$ cat src/rtl/dtc_vote_window.sv
// Windowed majority vote over WINDOW class decisions, one result per window via valid/ready.
// Optional DTC_VOTE_ABSTAIN_EN: class 0 means "no decision" and never collects votes.
module dtc_vote_window #(
  parameter int WINDOW = 16,
  localparam int CW = $clog2(WINDOW + 1)
) (
  input  logic          clk,
  input  logic          rst,
  input  logic          in_valid,
  output logic          in_ready,
  input  logic [2:0]    in_class,
  output logic          out_valid,
  input  logic          out_ready,
  output logic [2:0]    out_class,
  output logic [CW-1:0] out_votes,
  output logic          out_tie
);

  typedef enum logic [1:0] {ACCUM, RESOLVE, EMIT} state_t;

  localparam logic [CW-1:0] WIN = CW'(WINDOW);

`ifdef DTC_VOTE_ABSTAIN_EN
  localparam int FIRST = 1;
`else
  localparam int FIRST = 0;
`endif

  state_t        state;
  logic [CW-1:0] cnt [8];
  logic [CW-1:0] smp;
  logic [CW-1:0] smp_inc;
  logic          count_sample;
  logic [2:0]    best_class;
  logic [CW-1:0] best_votes;
  logic          best_tie;

  assign smp_inc = smp + 1'b1;

`ifdef DTC_VOTE_ABSTAIN_EN
  assign count_sample = (in_class != 3'd0);
`else
  assign count_sample = 1'b1;
`endif

  // Strict '>' keeps the lowest index on ties; an all-abstain window stays at class 0 / 0 votes.
  always_comb begin
    best_class = 3'd0;
    best_votes = '0;
    best_tie   = 1'b0;
    for (int i = FIRST; i < 8; i++) begin
      if (cnt[i] > best_votes) begin
        best_votes = cnt[i];
        best_class = 3'(i);
      end
    end
    for (int i = FIRST; i < 8; i++) begin
      if ((3'(i) != best_class) && (cnt[i] == best_votes) && (best_votes != '0))
        best_tie = 1'b1;
    end
  end

  always_ff @(posedge clk or posedge rst) begin
    if (rst) begin
      state     <= ACCUM;
      smp       <= '0;
      for (int i = 0; i < 8; i++) cnt[i] <= '0;
      in_ready  <= 1'b1;
      out_valid <= 1'b0;
      out_class <= 3'd0;
      out_votes <= '0;
      out_tie   <= 1'b0;
    end else begin
      case (state)
        ACCUM: begin
          // in_ready is high throughout ACCUM, so in_valid alone marks an accept
          if (in_valid) begin
            smp <= smp_inc;
            if (count_sample) cnt[in_class] <= cnt[in_class] + 1'b1;
            if (smp_inc == WIN) begin
              state    <= RESOLVE;
              in_ready <= 1'b0;
            end
          end
        end
        RESOLVE: begin
          out_class <= best_class;
          out_votes <= best_votes;
          out_tie   <= best_tie;
          out_valid <= 1'b1;
          state     <= EMIT;
        end
        EMIT: begin
          if (out_ready) begin
            out_valid <= 1'b0;
            in_ready  <= 1'b1;
            smp       <= '0;
            for (int i = 0; i < 8; i++) cnt[i] <= '0;
            state     <= ACCUM;
          end
        end
        default: begin
          state    <= ACCUM;
          in_ready <= 1'b1;
        end
      endcase
    end
  end

endmodule

$ cat config.mk
export PLATFORM = sky130hd
export DESIGN_NAME = dtc_vote_window
export DESIGN_NICKNAME = d
export VERILOG_FILES = /design/src/rtl/dtc_vote_window.sv
export SDC_FILE = /design/constraint.sdc
export NUM_CORES = 1
export LEC_CHECK = 0
export CAP_MARGIN = 5
export CORE_MARGIN = 8
export CORE_UTILIZATION = 40
export CTS_CLUSTER_DIAMETER = 50
export DETAILED_ROUTE_END_ITERATION = 8
export GPL_TIMING_DRIVEN = 0
export PLACE_DENSITY_LB_ADDON = 0.15
export SYNTH_ARGS = -nofsm -noshare
export SYNTH_HDL_FRONTEND = slang
export SYNTH_SLANG_ARGS = --single-unit
$ cat constraint.sdc
create_clock -name clk -period 13.1 [get_ports clk]
set_clock_uncertainty 0.1 [all_clocks]
set_input_delay 1.31 -clock clk [delete_from_list [all_inputs] [get_ports clk]]
set_output_delay 1.31 -clock clk [all_outputs]
set_load 0.05 [all_outputs]
==> metrics.txt, run 1 <==
outcome finished, final reports clean; CTS buffer count 9; Die X 127 um; clock slew at reported path FFs 0.05 ns; WP data required 13.25 ns; Reg-to-Reg Start cnt[37]$_DFFE_PP0P_; Starting Density 40.8%; ys async rst share 100%; final setup TNS 0 ns; Worst Setup End Kind flop; vias 4690; r2r endpoint out_tie$_DFFE_PP0P_; CP max FO 10; worst-margin pin slew 0.888 ns; quantity of hold-fixing buffers added after cts 0; Initial DRT Pass Iterations 5; Hold Startpoint in_ready$_DFFE_PP1P_; commonest non-fill, non-tap cell in the layout nand2_1; Synth cell types 74; setup slack after layout 0.964 ns; Routed WL 15.2 mm; flops & latches, synth 58; Reg2Reg Depth 52; Syn Area/Cell 8.47 sq um; design area 5670 sq um; share of layout cells above drive strength 1 10.0%; pre-CTS worst setup slack 0.818 ns; mapped cell area 4900 sq um; CP Class flop to flop; CTS H-tree lvls 3; final slew viol count 0; die area 16100 sq um; Congestion Overflow GR 0; Root Driver clkbuf_16; crit path DAT 12.29 ns; initial antenna violation count 0; insertion delay to the later sink of the worst-skew pair 0.33 ns; syn nets 623; Overall Global Routing Usage 19.2%; Residual DRC 0; vias in the first global route 4559; Hold Crit Endpoint in_ready$_DFFE_PP1P_; RSZ-0062 raised after global routing false; DIE HEIGHT 127 um; Area growth syn-to-layout 15.7%; Hold Violations, Final 0; YS warnings 0; IO Port Bufs 17; reg2reg setup slack 0.96 ns; row count 40; num ports 18; EDFF count, synth 0; DP HPWL 11.7 mm; Ant. Diodes 0; core area 12000 sq um; CP max stage cell a2111oi_0; most frequent CP cell ha_1; final cycle utilization of the critical path 92.6%; CTS tree done; fin nets 659; final antenna-violating net count 0; Seq/Total Area, Yosys 29.6%; clock sink count 58; number of max-cap violations 0; wire per inst 19.9 um; Hold Slack 0.358 ns; relative slew slack 40.6%; global-route wire length before repair 24.3 mm; CTS Buffer Depth 2; RePlAce Congestion 0.919; Main synth FF type dfrtp_1; CP Launch Type flop; DR iter-0 viols 338; post-route minimum period 12.14 ns; FMAX 82.4 MHz; Hold Crit Class flop to flop; Post-Syn Instances 579; most frequent cells in the layout nand2_1 (66), dfrtp_1 (57), o21ai_0 (51); Hold Crit Depth 2; largest net degree at the start of global routing 32; Cell Area, Placed 5280 sq um; largest stage delay on the critical path 0.54 ns; Vias/cell 6.11; Setup Viol. Count Final 0
## worst max-delay path by stage
stage,from,end,slack [ns],cells past startpoint
2_1_floorplan,cnt[39]$_DFFE_PP0P_,out_tie$_DFFE_PP0P_,2.76,53
3_3_place_gp,cnt[37]$_DFFE_PP0P_,out_tie$_DFFE_PP0P_,0.87,52
6_report,cnt[37]$_DFFE_PP0P_,out_tie$_DFFE_PP0P_,0.96,52
4_1_cts,cnt[37]$_DFFE_PP0P_,out_tie$_DFFE_PP0P_,0.76,51
3_5_place_dp,cnt[38]$_DFFE_PP0P_,out_tie$_DFFE_PP0P_,0.82,51
5_1_grt,cnt[37]$_DFFE_PP0P_,out_tie$_DFFE_PP0P_,0.07,53
## cells by family (layout without fill, tap and decap cells)
logic type,Yosys count,count (layout),share of synthesized area (%)
mux,8,8,1.84
simple gates,186,186,18.3
xor+xnor,33,33,5.90
fa+ha+maj,37,37,9.44
compound gates,211,211,31.2
buf+inv,46,87,3.70
flops,58,58,29.6
## synth_stat cells, drive strengths merged, types with 3 or more instances
master	instances	share of area, %
mux2i	3	0.69
nand4	3	0.38
xnor2	29	5.2
inv	27	2.1
o31ai	5	1.4
a31oi	7	1.0
and2	9	1.1
or2	4	0.51
o21a	6	1.1
buf	4	0.48
clkbuf	15	1.1
a21o	4	0.61
and3	9	1.1
nand2	66	5.1
nor4	9	1.1
dfrtp	57	29
o211ai	7	1.2
or3	5	0.64
a2111oi	4	0.77
o22ai	16	2.2
mux2	5	1.1
nand3	17	1.7
o221ai	4	1.1
a21oi	34	3.9
a21boi	5	0.84
nor3	9	0.92
a22o	27	4.8
a211oi	3	0.46
nor2	33	2.5
xor2	4	0.71
nand2b	7	0.89
o31a	3	0.54
o21ai	66	7.2
ha	37	9.4
nor2b	8	1.0
a22oi	5	0.77
## final cells by class
type                    instances  area, sq um
plain buffers                  19         81.3
clock buffers                  11          243
clock inverters                 5         77.6
fillers                      1154         6340
inverters                      27          101
multi-input cells             475         3290
flip-flops and latches         58         1450
well taps                     147          184
repair buffers                 25          243
## critical path: cells and delay by family, from the launching register on
kind	cells	cell delay, ns
fa+ha+maj	7	1.94
buf+inv	4	0.82
compound gates	24	5.65
xor+xnor	1	0.17
simple gates	15	2.47
mux	1	0.37
flops	1	0.49
## flip-flops by register name, summed over array words and instances (netlist names)
| signal | cells |
|---|---|
| in_ready | 1 |
| out_valid | 1 |
| out_votes | 5 |
| out_class | 3 |
| smp | 5 |
| state | 2 |
| cnt | 40 |
| out_tie | 1 |
## repair_timing
| action | CTS | global route |
|---|---|---|
| resized for setup | 0 | 8 |
| endpoints found under the hold margin | 0 | 0 |
| setup endpoints to repair | 0 | 1 |
| setup buffers | 0 | 7 |
## per-stage QoR
step	util, %	std cells
6_report	47.2	767
5_1_grt	47.2	767
2_1_floorplan	-	579
3_3_place_gp	43.8	743
3_5_place_dp	43.9	744
4_1_cts	46.6	760
## layer usage
layer	GRT usage, %	routed length (um)	part of all wire (%)	vias to the layer above
li1	-	-	-	2246
met1	25.8	7030	46	2243
met2	30.0	6880	45	165
met3	3.02	877	5.8	36
met4	8.19	450	3.0	0
met5	0	0	0	-
Power of run 1 is not shown: default switching activity piles up to over one toggle a cycle in this logic, so the estimate is an artifact.
==> run 2: changes to the inputs <==
- ABC_CLOCK_PERIOD_IN_PS: default -> 13100
==> results of run 2 <==
Final layout, timing and power as in run 1 (identical DEF).
Power of run 2 is left out for the same reason.
==> run 3: changes to the inputs <==
- CORE_MARGIN: 8 -> default
- SLEW_MARGIN: default -> 20
==> run 3 against run 2 <==
Sequential share of layout area up 0.068 points. Register-to-register slack better by 0.097 ns. Global-route usage up 5.0 points. Die area down 21%.
==> metrics.txt, run 3 (synthesis results as in run 1) <==
outcome finished, final reports clean; Root Driver clkbuf_16; Area growth syn-to-layout 15.4%; Overall Global Routing Usage 24.2% (+5.0 points); crit path DAT 12.19 ns (-0.10 ns); RePlAce Congestion 0.958 (+4.3%); number of max-cap violations 0 (unchanged); row count 40 (unchanged); final antenna-violating net count 0 (unchanged); insertion delay to the later sink of the worst-skew pair 0.33 ns (about the same); Vias/cell 6.06 (-0.92%); relative slew slack 48.0% (+7.4 points); final cycle utilization of the critical path 91.9% (-0.74 points); Ant. Diodes 0 (unchanged); most frequent cells in the layout nand2_1 (66), dfrtp_1 (57), o21ai_0 (51); DIE HEIGHT 113 um (-11%); most frequent CP cell ha_1; CTS H-tree lvls 3 (unchanged); num ports 18 (unchanged); fin nets 663 (+0.61%); largest registers cnt x40, out_votes x5, smp x5; CTS buffer count 9 (unchanged); wire per inst 19.4 um (-2.4%); clock slew at reported path FFs 0.05 ns (about the same); CTS Buffer Depth 2 (unchanged); Starting Density 41.0% (+0.17 points); DP HPWL 11.3 mm (-2.9%); CP Class flop to flop; CTS tree done; Residual DRC 0 (unchanged); final setup TNS 0 ns (unchanged); largest stage delay on the critical path 0.51 ns (-0.03 ns); post-route minimum period 12.04 ns (-0.0969 ns); Hold Crit Class flop to flop; WP data required 13.25 ns (about the same); Setup Viol. Count Final 0 (unchanged); Worst Setup End Kind flop; RSZ-0062 raised after global routing false; register area 1450 sq um (unchanged); share of layout cells above drive strength 1 10.7% (+0.74 points); vias in the first global route 4484 (-1.6%); CP Launch Type flop; core area 12000 sq um (-0.42%); CP max stage cell dfrtp_1; max FFs per register 40 (unchanged); Die X 113 um (-11%); quantity of hold-fixing buffers added after cts 0 (unchanged); Largest Register cnt; initial antenna violation count 0 (unchanged); vias 4671 (-0.41%); die area 12700 sq um (-21%); worst-margin pin slew 0.777 ns (-0.110 ns); Initial DRT Pass Iterations 4 (-1); Hold Violations, Final 0 (unchanged); global-route wire length before repair 23.6 mm (-2.9%); Routed WL 15.0 mm (-1.9%); clock sink count 58 (unchanged); IO Port Bufs 17 (unchanged); final slew viol count 0 (unchanged); DR iter-0 viols 266 (-21%); FMAX 83.1 MHz (+0.81%); commonest non-fill, non-tap cell in the layout nand2_1; largest net degree at the start of global routing 59 (+84%); Fillers 1162 (+0.69%); Congestion Overflow GR 0 (unchanged); area of the multi-input gates 3290 sq um (unchanged); CP max FO 8 (-2)
## run 3: cell count changes in the layout (fill, tap and decap cells not counted)
cell and delta:
clkinv_4 +1, clkbuf_8 -1, inv_2 -1, bufinv_16 -2, inv_4 +1, clkbuf_1 -1, clkinvlp_4 +1, buf_4 +4
clkbuf_2 +1, inv_6 +1
## run 3: worst paths after layout
path | cells past startpoint | from | slack (ns) | to
max | 51 | cnt[39]$_DFFE_PP0P_ | 1.06 | out_tie$_DFFE_PP0P_
min | 2 | in_ready$_DFFE_PP1P_ | 0.37 | in_ready$_DFFE_PP1P_
max reg2reg | 51 | cnt[39]$_DFFE_PP0P_ | 1.06 | out_tie$_DFFE_PP0P_
min reg2reg | 2 | in_ready$_DFFE_PP1P_ | 0.37 | in_ready$_DFFE_PP1P_
max in group asynchronous | 2 | rst | 11.08 | cnt[23]$_DFFE_PP0P_
min in group asynchronous | 2 | rst | 1.35 | smp[0]$_DFFE_PP0P_
## run 3: critical path: cells and delay by family, from the launching register on
family | cells | cell delay [ns]
AOI/OAI and AO/OA | 26 | 6.22
xor gates and xnor gates | 1 | 0.16
adders and majority gates | 7 | 1.98
buffers and inverters | 2 | 0.17
DFF | 1 | 0.51
muxes | 1 | 0.38
and+or+nand+nor | 14 | 2.40
## run 3: timing repair
action / in CTS / in global routing
endpoints found under the hold margin: 0 / 0
gates resized for setup: 0 / 10
setup endpoints to repair: 0 / 1
setup buffers: 0 / 12
## run 3: final cells by class
| class | instances | area share (%) |
|---|---|---|
| Clock buffer | 10 | 4.05 |
| Multi-Input combinational cell | 475 | 58.2 |
| Sequential cell | 58 | 25.7 |
| Timing Repair Buffer | 29 | 4.82 |
| Tap cell | 147 | 3.25 |
| Inverter | 27 | 1.84 |
| Buffer | 19 | 1.46 |
| Clock inverter | 6 | 0.752 |
## run 3: through the flow
stage	instances	area [sq um]	utilization [%]	worst slack, ns	hold WS [ns]
after floorplan	579	4900	-	2.76	0.366
after global placement	743	5260	43.9	0.856	0.350
after detailed placement	743	5260	44.0	0.769	0.362
after CTS	759	5530	46.2	0.729	0.370
after global routing	771	5660	47.3	0.0270	0.377
final	771	5660	47.3	1.06	0.366
## run 3: layer usage
| layer | up-vias | global-route usage (%) | wire, um |
|---|---|---|---|
| li1 | 2249 | - | - |
| met1 | 2216 | 32.9 | 6850 |
| met2 | 167 | 38.2 | 6820 |
| met3 | 39 | 4.34 | 881 |
| met4 | 0 | 9.33 | 406 |
| met5 | - | 0 | 0 |
Power of run 3 is left out for the same reason.
